## config.mk

```make
export PLATFORM = sky130hd
export DESIGN_NAME = irq_capture8_flat
export DESIGN_NICKNAME = d
export VERILOG_FILES = /design/src/rtl/irq_capture8_pkg.sv /design/src/rtl/irq_capture8_if.sv /design/src/rtl/irq_capture8_prio_enc8.sv /design/src/rtl/irq_capture8.sv /design/src/flat_wrapper.sv
export SDC_FILE = /design/constraint.sdc
export NUM_CORES = 1
export LEC_CHECK = 0
export CAP_MARGIN = 20
export CORE_ASPECT_RATIO = 0.8
export CORE_MARGIN = 4
export CORE_UTILIZATION = 45
export CTS_CLUSTER_DIAMETER = 200
export CTS_CLUSTER_SIZE = 12
export DETAILED_ROUTE_END_ITERATION = 6
export PLACE_DENSITY = 0.75
export REMOVE_ABC_BUFFERS = 1
export SYNTH_ARGS = -nofsm -noshare
export SYNTH_HDL_FRONTEND = slang
export SYNTH_HIERARCHICAL = 1
export SYNTH_SLANG_ARGS = --single-unit
```

## constraint.sdc

```tcl
create_clock -name clk -period 2.9 [get_ports clk]
set_clock_uncertainty 0.05 [all_clocks]
set_input_delay 0.58 -clock clk [delete_from_list [all_inputs] [get_ports clk]]
set_output_delay 0.58 -clock clk [all_outputs]
set_load 0.05 [all_outputs]
```

## src/rtl/irq_capture8_pkg.sv

```systemverilog
// Shared types and constants for the irq_capture8 event-capture stage.
package irq_pkg;

    localparam int N     = 8;
    localparam int IDX_W = $clog2(N);

    typedef enum logic [0:0] {
        IDLE = 1'b0,
        HOLD = 1'b1
    } state_t;

    // One-hot mask with only the bit selected by idx set; used to clear the
    // request that is being loaded into the output slot.
    function automatic logic [N-1:0] onehot_of(input logic [IDX_W-1:0] idx);
        logic [N-1:0] mask;
        mask      = '0;
        mask[idx] = 1'b1;
        return mask;
    endfunction

endpackage

```

## src/rtl/irq_capture8_if.sv

```systemverilog
// Request/consumer bundle for irq_capture8; master is the capture stage,
// slave is whoever drives requests and consumes the delivered index.
interface irq_capture8_if;
    import irq_pkg::*;

    logic             en;
    logic [N-1:0]     req;
    logic             ready;
    logic             valid;
    logic [IDX_W-1:0] idx;
    logic [N-1:0]     pending;
    logic             drop;

    modport master (
        input  en,
        input  req,
        input  ready,
        output valid,
        output idx,
        output pending,
        output drop
    );

    modport slave (
        output en,
        output req,
        output ready,
        input  valid,
        input  idx,
        input  pending,
        input  drop
    );

endinterface

```

## src/rtl/irq_capture8_prio_enc8.sv

```systemverilog
// Highest-set-bit encoder: bit 7 wins; any flags a non-empty input.
module prio_enc8
    import irq_pkg::*;
(
    input  logic [N-1:0]     data_in,
    output logic [IDX_W-1:0] idx_out,
    output logic             any
);

    // Scan upward so the last (highest) set bit overwrites lower ones.
    always_comb begin
        idx_out = '0;
        for (int i = 0; i < N; i++) begin
            if (data_in[i]) begin
                idx_out = IDX_W'(i);
            end
        end
        any = |data_in;
    end

endmodule

```

## src/rtl/irq_capture8.sv

```systemverilog
// Edge-capture stage: rising edges on req set pending bits, and the highest
// pending bit is delivered one at a time through a registered valid/idx slot.
module irq_capture8
    import irq_pkg::*;
#(
    parameter bit EDGE = 1'b1
)
(
    input  logic           clk,
    input  logic           rst,
    irq_capture8_if.master bus
);

    state_t           state_q, state_d;
    logic [N-1:0]     req_q, req_d;
    logic [N-1:0]     pending_q, pending_d;
    logic [IDX_W-1:0] idx_q, idx_d;
    logic             drop_q, drop_d;

    logic [N-1:0]     ev;
    logic [N-1:0]     cap;
    logic [N-1:0]     load_mask;
    logic             load;
    logic [IDX_W-1:0] enc_idx;
    logic             enc_any;

    // Selection looks only at the registered pending bits, so a capture in
    // this cycle becomes eligible on the next one.
    prio_enc8 u_prio_enc8 (
        .data_in (pending_q),
        .idx_out (enc_idx),
        .any     (enc_any)
    );

    // Edge detect against the previous req sample; req_q tracks req even when
    // capture is disabled, so enabling with req already high is not an edge.
    always_comb begin
        req_d = bus.req;
        ev    = EDGE ? (bus.req & ~req_q) : bus.req;
        cap   = bus.en ? ev : '0;
    end

    // Slot FSM next state: fill when something is pending, empty after a
    // handshake only when nothing is left to reload.
    always_comb begin
        state_d = state_q;
        case (state_q)
            IDLE: if (enc_any) state_d = HOLD;
            HOLD: if (bus.ready && !enc_any) state_d = IDLE;
            default: state_d = IDLE;
        endcase
    end

    // Load/clear/merge datapath: a load clears its bit before new captures are
    // ORed in, so an edge on the bit being delivered counts as a fresh event.
    always_comb begin
        load      = enc_any && ((state_q == IDLE) || bus.ready);
        load_mask = load ? onehot_of(enc_idx) : '0;
        idx_d     = load ? enc_idx : idx_q;
        pending_d = (pending_q & ~load_mask) | cap;
        drop_d    = |(cap & pending_q & ~load_mask);
    end

    // State register with asynchronous clear of every flop.
    always_ff @(posedge clk or posedge rst) begin
        if (rst) begin
            state_q   <= IDLE;
            req_q     <= '0;
            pending_q <= '0;
            idx_q     <= '0;
            drop_q    <= 1'b0;
        end else begin
            state_q   <= state_d;
            req_q     <= req_d;
            pending_q <= pending_d;
            idx_q     <= idx_d;
            drop_q    <= drop_d;
        end
    end

    assign bus.valid   = (state_q == HOLD);
    assign bus.idx     = idx_q;
    assign bus.pending = pending_q;
    assign bus.drop    = drop_q;

endmodule

```

## src/flat_wrapper.sv

```systemverilog
// flat-port wrapper written by rule: the top's interface ports become plain ports
module irq_capture8_flat import irq_pkg::*;
#(
    parameter bit EDGE = 1'b1
)
  (clk, rst, bus_en, bus_req, bus_ready, bus_valid, bus_idx, bus_pending, bus_drop);
  irq_capture8_if bus_i ();
  input  logic clk;
  input  logic rst;
  input wire logic [$bits(bus_i.en)-1:0] bus_en;
  input wire logic [$bits(bus_i.req)-1:0] bus_req;
  input wire logic [$bits(bus_i.ready)-1:0] bus_ready;
  output wire logic [$bits(bus_i.valid)-1:0] bus_valid;
  output wire logic [$bits(bus_i.idx)-1:0] bus_idx;
  output wire logic [$bits(bus_i.pending)-1:0] bus_pending;
  output wire logic [$bits(bus_i.drop)-1:0] bus_drop;
  assign bus_i.en = bus_en;
  assign bus_i.req = bus_req;
  assign bus_i.ready = bus_ready;
  assign bus_valid = bus_i.valid;
  assign bus_idx = bus_i.idx;
  assign bus_pending = bus_i.pending;
  assign bus_drop = bus_i.drop;
  irq_capture8 #(.EDGE(EDGE)) u_core (.clk(clk), .rst(rst), .bus(bus_i));
endmodule
```

# == Word level (Yosys, flattened, before mapping) ==
# Index checks and enable logic that the tools add are counted.
# totals
register_bits,21
in_bits,12
output_inout_bits,13
elab_cells,36
# op_classes
order_cmp,2
muxes,14
bitwise,8
n_reduce_logical,7
# op_table
operator,count
bitwise AND 8 bit,4
2-to-1 mux 3 bit,6
2-to-1 mux 8 bit,2
inverter 8 bit,2
OR reduction 8 bit,2
OR 8 bit,1
< comparator 3 x 4 -> 1 bit (second input constant),1
2-to-1 mux 1 bit,4
demux 1 bit (select 3 bit),1
greater-or-equal comparator 3 x 1 -> 1 bit (second input constant),1
logical AND 1 bit,3
case mux 1 bit (2 select lines),1
zero test 1 bit,1
logical OR 1 bit,1
inverter 1 bit,1

# == Depth between registers and ports, before layout ==
# depth
depth_word,15
ltp_mapped,7

# == Cells and area by module ==
# The synthesis kept the hierarchy.
# modules_own_cells
mod,n_inst,cells_per_inst,area_each_um2,seq_area_each_um2
irq_capture8,1,76,893.4,525.5
prio_enc8,1,12,66.3,0.0

# == Worst setup path before layout ==
# No wires, ideal clock.
# synth_path
path_type,register -> register
startpoint,register u_core.pending_q[2] (netlist: u_core/bus.pending[2])
endpoint,register u_core.drop_q (netlist: u_core/bus.drop)
setup_ns,0.090
arrival_time_ns,1.967
required_time_ns,2.760
setup_slack_ns,0.793
path_stages_with_launch,7
synth_period_minus_slack_ns,2.107
path_cell_list,dfrtp_1 nor2_1 o31ai_1 inv_1 a31o_2 o22a_1 o2111ai_1
# synth_via
elab_chain_len,14
elab_cells_between_ends,18
# synth_rtl
element,line,text
from (decl),irq_capture8.sv:16,"logic [N-1:0] pending_q, pending_d;"
from (signal assigned),irq_capture8.sv:75,pending_q <= pending_d;
2-to-1 mux 3 bit * (6 in a row),irq_capture8_prio_enc8.sv:14,if (data_in[i]) begin
via u_core.enc_idx[1],irq_capture8.sv:24,logic [IDX_W-1:0] enc_idx;
< comparator 3 x 4 -> 1 bit (implied by the code) or greater-or-equal comparator 3 x 1 -> 1 bit (tied branches),irq_capture8_pkg.sv:17,mask[idx] = 1'b1;
logical AND 1 bit (implied by the code),irq_capture8_pkg.sv:17,
2-to-1 mux 1 bit (implied by the code),irq_capture8_pkg.sv:17,
demux 1 bit (select 3 bit) *,-,
2-to-1 mux 8 bit *,irq_capture8.sv:58,load_mask = load ? onehot_of(enc_idx) : '0;
inverter 8 bit *,irq_capture8.sv:61,drop_d = |(cap & pending_q & ~load_mask);
bitwise AND 8 bit *,irq_capture8.sv:61,
OR reduction 8 bit *,irq_capture8.sv:61,
via u_core.drop_d,irq_capture8.sv:18,"logic drop_q, drop_d;"
to (signal assigned),irq_capture8.sv:77,drop_q <= drop_d;
to (decl),irq_capture8.sv:18,
# Mark *: on every way through the listed nets, which the timed path passes. The rest lies on a longest branch.
# A chain may end at the register's enable or synchronous reset.

# == Worst setup path after layout ==
# layout_path
startpoint,register u_core.pending_q[5] (netlist: u_core/bus.pending[5])
endpoint,output bus_pending[5]
# layout_lines
element,line,text
to (decl),flat_wrapper.sv:15,output wire logic [$bits(bus_i.pending)-1:0] bus_pending;
# No word-level cell between the ends.

==> metrics.cfg <==
[synth]
synth_top_area_share_pct = 54.8
synth_area_leaders = dfrtp_1 (55%), a32o_1 (5.2%), inv_1 (3.9%), nand4b_1 (3.7%), nand2_1 (3.1%)
syn_avg_cell_area_um2 = 10.9
seq_area_frac_synth_pct = 54.8
yosysWarnings = 6
synth.distinct_cells = 30
synth-seq-cells = 21
yosys.area.top_type = dfrtp_1
synthCells = 88
syn_area_um2 = 960

[clock_network]
clockBufferDepth = 2
h-tree-depth = 1
path_clk_slew_ns = 0.12
clock-sinks = 21
tritoncts = built
numCtsBuffers = 3
cts_setup_buffers = 0
clockRootBuffer = clkbuf_4
ctsResizeCount = 0
clock_latency_ns = 0.31
holdBufCountCts = 0

[placement]
dp_hpwl_um = 1530
numPlacedInstances = 135
portBuffers = 24
placed_cell_area_mm2 = 0.00123
gp_congestion = 0.852

[global_routing]
overflow = 0
antenna_found_initial = 0
grt_max_degree = 22
grt_usage_pct = 16.1
grt_pass1_vias = 787
grt_pass1_wl_um = 3590

[timing]
fmax_ghz = 0.445
worstMarginPinSlew_ns = 0.767
hold_viol = 0
fin_tns_setup_ns = 0
maxSlewViolCount = 0
rsz0062_at_grt = false
fin_crit_sh_pct = 77.4
min_period_ns = 2.24
setup_viol = 0
maxSlewHeadroom_pct = 48.8

[critical_path]
cp_data_required_time_ns = 2.27
reg2reg_depth = 7
worst-path-max-fanout = 5
crit_family = buffers and inverters
cp-end-kind = output port
slowest_delay_ns = 0.84
startpoint_type = register
regToRegSetupSlack_ns = 0.96
path_class = reg2out
crit_path_cell_trace = clkdlybuf4s50_1
critical_path_depth = 1
slowest_stage = clkdlybuf4s50_1
worstPathArrival_ns = 1.61
critical_path_buf_inv_count = 1

[finish]
antenna_cells = 0
multi_input_area_um2 = 383
fin_area_mm2 = 0.00126
layout-drive-gt1-share_pct = 12.2
n_fill_cell = 167
register_area_um2 = 526
syn2layout_area_growth_pct = 31.0
mostFrequentLayoutCells = clkdlybuf4s50_1 (24), dfrtp_1 (21), inv_1 (10)
final_common_cell = clkdlybuf4s50_1
final_cells = 139
nets = 128

[route]
dr.pass1.iters = 4
ant_nets = 0
detail_route.iter0.violations = 22
vias = 778
drcViolationCount = 0
wl_per_cell_um = 14.5
drt-vias-per-instance = 5.60
routed_wl_um = 2020

[worst_hold_path]
holdPathStages = 2
hold_path.class = reg2reg

[pwr]
irDropWorstVdd_v = 0.000635
p_leak_uw = 0.000531
power_density_mw_per_mm2 = 903
finalPower_uw = 1130

[floorplan]
start_util_pct = 49.4
die-area_mm2 = 0.00294
core_area_mm2 = 0.00194
io_pins = 25
die_w_um = 59.6
rows = 14
die_h_um = 49.3

[run]
drv_cap = 0

[outcome]
outcome = completed

==> routing by layer <==
| metal | GRT usage (%) | part of all wire (%) | vias up |
|---|---|---|---|
| li1 | - | - | 380 |
| met1 | 19.4 | 44 | 373 |
| met2 | 26.7 | 48 | 23 |
| met3 | 6.35 | 7.2 | 2 |
| met4 | 3.32 | 0.50 | 0 |
| met5 | 0 | 0 | - |
==> registers in the layout (all words and copies together) (netlist names) <==
signal              cells
u_core/bus.drop         1
u_core/bus.valid        1
u_core/req_q            8
u_core/bus.pending      8
u_core/bus.idx          3
==> worst paths after layout <==
path	end	startpoint
worst max-delay path	bus_pending[5]	u_core/bus.pending[5]
worst max register to register	u_core/bus.drop	u_core/bus.pending[2]
max in group asynchronous	u_core/req_q[2]	rst
worst min register to register	u_core/bus.idx[1]	u_core/bus.idx[1]
min in group asynchronous	u_core/req_q[0]	rst
worst min-delay path	u_core/bus.idx[1]	u_core/bus.idx[1]
==> cell usage after synthesis <==
| master | n |
|---|---|
| a21oi_1 | 1 |
| a21oi_2 | 1 |
| a31o_2 | 1 |
| a31oi_1 | 4 |
| a32o_1 | 5 |
| a41o_1 | 1 |
| and3_1 | 1 |
| and3b_1 | 1 |
| and4_1 | 1 |
| buf_2 | 2 |
| dfrtp_1 | 21 |
| inv_1 | 10 |
| inv_2 | 1 |
| mux2_2 | 2 |
| nand2_1 | 8 |
| nand2b_1 | 1 |
| nand2b_2 | 1 |
| nand3_1 | 5 |
| nand3b_1 | 3 |
| nand4_1 | 2 |
| nand4b_1 | 4 |
| nor2_1 | 4 |
| nor2b_1 | 1 |
| nor3b_2 | 1 |
| nor4_2 | 1 |
| o2111ai_1 | 1 |
| o21ai_0 | 1 |
| o22a_1 | 1 |
| o31ai_1 | 1 |
| o31ai_2 | 1 |
==> layout make-up <==
class	instances	area share [%]
Tap cell	24	2.39
Clock inverter	1	0.597
Inverter	11	3.28
Multi-Input combinational cell	54	30.4
Sequential cell	21	41.8
Clock buffer	3	1.79
Timing Repair Buffer	25	19.7
==> per-stage QoR <==
stage / hold WS, ns / util (%) / setup WS, ns
global route: 0.498 / 64.7 / 0.586
floorplan: 0.435 / - / 0.793
global placement: 0.413 / 63.1 / 0.819
finish: 0.452 / 64.7 / 0.655
detailed placement: 0.441 / 63.1 / 0.760
CTS: 0.467 / 64.7 / 0.632
==> power by group <==
part	internal (µW)	total, µW	switching, µW
registers	354	418	64.0
logic	208	574	366
clock network	52.6	143	90.1
==> logic make-up after synthesis <==
kind of cell / count (synthesis) / share of synthesized area, %
buffers and inverters: 13 / 5.35
and+or+nand+nor: 34 / 21.9
muxes: 2 / 2.35
DFF: 21 / 54.8
AOI/OAI and AO/OA: 18 / 15.6
(Power assumes the default switching activity.)
